$ cat src/rtl/fsm_event_logger_if.sv
// Event delivery handshake between the logger (master) and its consumer (slave).
interface fsm_event_logger_if;
    logic       ev_valid;
    logic [1:0] ev_code;
    logic [7:0] ev_stamp;
    logic       ev_ready;

    modport master (output ev_valid, ev_code, ev_stamp, input ev_ready);
    modport slave  (input ev_valid, ev_code, ev_stamp, output ev_ready);
endinterface

$ cat src/rtl/fsm_event_logger.sv
// Logs sequence-detector codes as time-stamped events into a small FIFO and
// keeps saturating per-code counts plus a sticky overflow flag.
module fsm_event_logger #(
    parameter  int DEPTH = 4,
    parameter  int CW    = 8,
    localparam int AW    = $clog2(DEPTH)
) (
    input  logic                    clk,
    input  logic                    rst,
    input  logic [1:0]              code,
    input  logic                    clr,
    fsm_event_logger_if.master      ev,
    output logic [CW-1:0]           cnt1,
    output logic [CW-1:0]           cnt2,
    output logic [CW-1:0]           cnt3,
    output logic [AW:0]             level,
    output logic                    ovf
);

    typedef struct packed {
        logic [1:0] code;
        logic [7:0] stamp;
    } evt_t;

    localparam logic [AW:0] FULL_LVL = (AW+1)'(DEPTH);

    logic [7:0]          stamp_q;
    logic [AW-1:0]       wptr, rptr;
    logic [AW:0]         level_q;
    logic                ovf_q;
    logic [3:1][CW-1:0]  cnt_q;
    evt_t                mem [DEPTH];

    logic ev_in, full, valid, pop, push, drop;

    always_comb begin
        ev_in = (code != 2'b00);
        valid = (level_q != '0);
        full  = (level_q == FULL_LVL);
        pop   = valid && ev.ev_ready;
        // A full FIFO still accepts when the head leaves on the same edge.
        push  = ev_in && (!full || pop);
        drop  = ev_in && full && !pop;
    end

    // Stamp free-runs through clr so timestamps stay comparable across clears.
    always_ff @(posedge clk or negedge rst) begin
        if (!rst) stamp_q <= '0;
        else      stamp_q <= stamp_q + 8'd1;
    end

    always_ff @(posedge clk) begin
        if (push && !clr) mem[wptr] <= '{code: code, stamp: stamp_q};
    end

    always_ff @(posedge clk or negedge rst) begin
        if (!rst) begin
            wptr    <= '0;
            rptr    <= '0;
            level_q <= '0;
            ovf_q   <= 1'b0;
        end else if (clr) begin
            wptr    <= '0;
            rptr    <= '0;
            level_q <= '0;
            ovf_q   <= 1'b0;
        end else begin
            if (push) wptr <= wptr + AW'(1);
            if (pop)  rptr <= rptr + AW'(1);
            case ({push, pop})
                2'b10:   level_q <= level_q + (AW+1)'(1);
                2'b01:   level_q <= level_q - (AW+1)'(1);
                default: level_q <= level_q;
            endcase
            if (drop) ovf_q <= 1'b1;
        end
    end

    for (genvar i = 1; i <= 3; i++) begin : g_cnt
        always_ff @(posedge clk or negedge rst) begin
            if (!rst)
                cnt_q[i] <= '0;
            else if (clr)
                cnt_q[i] <= '0;
            else if (code == 2'(i) && cnt_q[i] != {CW{1'b1}})
                cnt_q[i] <= cnt_q[i] + CW'(1);
        end
    end

    // Outputs come only from registers; empty FIFO presents zeros.
    assign ev.ev_valid = valid;
    assign ev.ev_code  = valid ? mem[rptr].code  : 2'b00;
    assign ev.ev_stamp = valid ? mem[rptr].stamp : 8'd0;
    assign cnt1  = cnt_q[1];
    assign cnt2  = cnt_q[2];
    assign cnt3  = cnt_q[3];
    assign level = level_q;
    assign ovf   = ovf_q;

endmodule
$ cat src/flat_wrapper.sv
// flat-port wrapper written by rule: the top's interface ports become plain ports
module fsm_event_logger_flat 
#(
    parameter  int DEPTH = 4,
    parameter  int CW    = 8,
    localparam int AW    = $clog2(DEPTH)
)
  (clk, rst, code, clr, cnt1, cnt2, cnt3, level, ovf, ev_ev_valid, ev_ev_code, ev_ev_stamp, ev_ev_ready);
  fsm_event_logger_if ev_i ();
  input  logic clk;
  input  logic rst;
  input  logic [1:0] code;
  input  logic clr;
  output logic [CW-1:0] cnt1;
  output logic [CW-1:0] cnt2;
  output logic [CW-1:0] cnt3;
  output logic [AW:0] level;
  output logic ovf;
  output wire logic [$bits(ev_i.ev_valid)-1:0] ev_ev_valid;
  output wire logic [$bits(ev_i.ev_code)-1:0] ev_ev_code;
  output wire logic [$bits(ev_i.ev_stamp)-1:0] ev_ev_stamp;
  input wire logic [$bits(ev_i.ev_ready)-1:0] ev_ev_ready;
  assign ev_ev_valid = ev_i.ev_valid;
  assign ev_ev_code = ev_i.ev_code;
  assign ev_ev_stamp = ev_i.ev_stamp;
  assign ev_i.ev_ready = ev_ev_ready;
  fsm_event_logger #(.DEPTH(DEPTH), .CW(CW)) u_core (.clk(clk), .rst(rst), .code(code), .clr(clr), .ev(ev_i), .cnt1(cnt1), .cnt2(cnt2), .cnt3(cnt3), .level(level), .ovf(ovf));
endmodule
$ cat config.mk
export PLATFORM = sky130hd
export DESIGN_NAME = fsm_event_logger_flat
export DESIGN_NICKNAME = d
export VERILOG_FILES = /design/src/rtl/fsm_event_logger_if.sv /design/src/rtl/fsm_event_logger.sv /design/src/flat_wrapper.sv
export SDC_FILE = /design/constraint.sdc
export NUM_CORES = 1
export LEC_CHECK = 0
export CELL_PAD_IN_SITES_DETAIL_PLACEMENT = 1
export CELL_PAD_IN_SITES_GLOBAL_PLACEMENT = 1
export CORE_MARGIN = 2
export CORE_UTILIZATION = 41
export CTS_CLUSTER_DIAMETER = 50
export CTS_CLUSTER_SIZE = 12
export DETAILED_ROUTE_END_ITERATION = 10
export GPL_ROUTABILITY_DRIVEN = 0
export GPL_TIMING_DRIVEN = 0
export PLACE_DENSITY = 0.83
export SYNTH_ARGS = -nofsm -noshare
export SYNTH_HDL_FRONTEND = slang
export SYNTH_SLANG_ARGS = --single-unit
$ cat constraint.sdc
create_clock -name clk -period 2.1 [get_ports clk]
set_clock_uncertainty 0.05 [all_clocks]
set_input_delay 0.63 -clock clk [delete_from_list [all_inputs] [get_ports clk]]
set_output_delay 0.63 -clock clk [all_outputs]
set_load 0.005 [all_outputs]
==> run metrics <==
WL per Instance 19.2 µm; fin worst setup slack -388 ps; Post-Place Setup Slack -1170 ps; status finished with violations; Sequential Area 2210 µm²; final slew viol count 0; drt initial violations 118; Final Core Density 54.2%; Slew @ Worst Pin 570 ps; DR pass1 iterations 4; top post-synthesis cells by count dfrtp_1 (40), edfxtp_1 (40), nor2_1 (25); placed cells 426; Leak 1.88 nW; antenna diode count 0; Residual DRC 0; Slowest-stage cell, CP mux4_2; via/cell ratio 5.51; Final Setup Violations 12; largest family of logic cells by synthesized area simple AND/OR/NAND/NOR gates; Syn. warnings 0; layout cell share with drive strength beyond 1 27.1%; Area growth, synth to finish 28.6%; CTS clk-pin slew, worst paths 90 ps; max incr delay on CP 510 ps; leading area contributor after synthesis edfxtp_1; Max Buffers Root-to-Sink 2; CTS tree done; Post-Syn Instances 275; Crit. Startpoint u_core.rptr[0]; Die Wd 98.4 µm; Filler Cells Inserted 899; row cnt 34; critical path class flip-flop to primary output; minimum clock period 2490 ps; final WL 8790 µm; worst hold path class input pin to async pin; all-layer global routing usage 19.1%; number of CTS-inserted buffers 9; slew margin rel. 62.0%; ys flop type edfxtp_1; Die Area 9690 µm²; Final #Nets 361; NetSw 1.03 mW; top-level port count 45; CP required 1420 ps; number of global-route vias before repair 2766; detailed placer's ending HPWL 5570 µm; period utilization 118%; combinational power share 23.4%; Worst Path Buf+Inv 3; Crit path top cell by count buf_6; grt total ovfl 0; CP Launch Type flip-flop; Mapped Avg Cell Area 13.3 µm²; Async SR Flop Fraction 50.0%; Post-Syn Area 3660 µm²; Sink Count 80; syn nets 290; core footprint 8680 µm²; crit end category primary output; worst r2r src u_core.level[1]; maximum vdd drop 0.000308 V; post-route insts no fill 459; clk_lat worst skew 360 ps; Vias 2528; Post-synth EDFFs 40; Compound-Gate Fraction of Synth Area 7.87%; Initial Util 42.1%; area occupied by multi-input gates 1450 µm²; P_int 2.78 mW; simple-gate share of the synthesized area 13.4%; PD cells 810 nW/µm²; root buffer cell clkbuf_8; Crit path arrival time 1810 ps; number of port buffers 42; post-synthesis sequential area ratio 60.2%; setup TNS -3320 ps; CTS H-tree depth 3; Max-Cap Viols 0; Yosys top cell area share 32.8%; Hold Slack 119 ps; post-route ant nets 0; post-synthesis xor/xnor area fraction 4.55%; die height 98.4 µm; Crit Path Max Fanout 5; failing checks setup timing; initial antenna violation count 0; largest net degree at the start of global routing 28; post-synthesis cell type count 47; post-synthesis adder-cell area fraction 3.28%; dominant cells by area after synthesis edfxtp_1 (33%), dfrtp_1 (27%), mux4_2 (6.2%); Clk network pwr share 30.5%; CP delay by family, top multiplexers; highest clock rate 402 MHz; RSZ-0062 raised after global routing yes; switch share 26.9%; crit-path cells buf_8 -> buf_6 -> mux4_2 -> and2_4 -> buf_6; #FFs+latches synth 80; Hold Vio Cnt, Final 0; first-pass GRT wire length 14500 µm; mux cell area share after synthesis 8.66%; sequential share of power 46.1%
==> registers in the layout, summed over array words and instances (netlist names) <==
register,cells
u_core.cnt2,8
u_core.cnt1,8
u_core.ovf,1
u_core.wptr,2
u_core.mem,40
u_core.stamp_q,8
u_core.cnt3,8
u_core.level,3
u_core.rptr,2
==> cell usage in the layout, fill, tap and decap left out, drive strengths merged, types with 2 or more instances in the layout <==
| cell type | count |
|---|---|
| clkbuf | 15 |
| o21ai | 10 |
| nand3 | 11 |
| a211oi | 4 |
| inv | 10 |
| clkinv | 3 |
| xnor2 | 6 |
| ha | 8 |
| buf | 35 |
| dfrtp | 40 |
| o31ai | 2 |
| nand2 | 9 |
| and2b | 2 |
| or4 | 3 |
| nor2b | 3 |
| nand4 | 7 |
| mux4 | 10 |
| and3 | 7 |
| or2 | 2 |
| or3 | 2 |
| a21oi | 5 |
| clkdlybuf4s50 | 28 |
| edfxtp | 40 |
| nor2 | 25 |
| a31oi | 3 |
| o211ai | 7 |
| and2 | 15 |
| mux2i | 8 |
| xor2 | 13 |
| nor3 | 2 |
==> routing by layer <==
layer  global-route usage [%]  part of all wire (%)  vias up
li1                         -                     -     1161
met2                     32.1                    52       46
met3                     3.48                   2.5       12
met1                     25.2                    43     1309
met4                     6.64                   1.8        0
met5                        0                     0        -
==> cells by family after synthesis <==
family	Yosys count
multiplexers	19
AO/OA/AOI/OAI	39
XOR/XNOR	19
adder cells (fa/ha/maj)	9
flip-flops	80
AND/OR/NAND/NOR	91
buffers and inverters	18
==> timing repair <==
item                                    CTS  global route
setup buffers                            16             2
pin swaps                                13             5
endpoints found under the hold margin     0             0
hold buffers                              0             0
gates cloned                              2             0
gates resized for setup                  88            24
endpoints found under the setup margin   62            37
==> through the flow <==
step | total power, mW | cell area (µm²)
6_report | 3.81 | 4700
5_1_grt | 3.97 | 4700
4_1_cts | 3.74 | 4630
3_5_place_dp | 2.39 | 4230
3_3_place_gp | 2.35 | 4210
2_1_floorplan | 2.11 | 3660
==> path summary, 6_finish.rpt <==
check | to | cells after the start | slack, ps
max | ev_ev_stamp[4] | 5 | -390
min | u_core.stamp_q[3] | 1 | 120
max reg2reg | u_core.level[2] | 8 | -70
min reg2reg | u_core.ovf | 2 | 510
max in group asynchronous | u_core.cnt3[3] | 2 | 1390
min in group clk | u_core.ovf | 2 | 510
==> cell type report <==
cell class	count	share of cell area, %
Inverter	7	0.559
Clock buffer	9	2.63
Multi-Input combinational cell	177	30.9
Clock inverter	7	1.65
Tap cell	108	2.87
Sequential cell	80	47.0
Timing Repair Buffer	61	13.0
Buffer	10	1.46
==> power by group through the flow <==
stage          combinational (mW)  sequential [mW]  clock, mW
6_report                    0.891             1.76       1.16
2_1_floorplan               0.319             1.79          0
3_3_place_gp                0.556             1.79          0
4_1_cts                     0.809             1.75       1.18
5_1_grt                     0.962             1.77       1.24
3_5_place_dp                0.586             1.80          0
No activity file was read; power rests on OpenSTA's default activity.
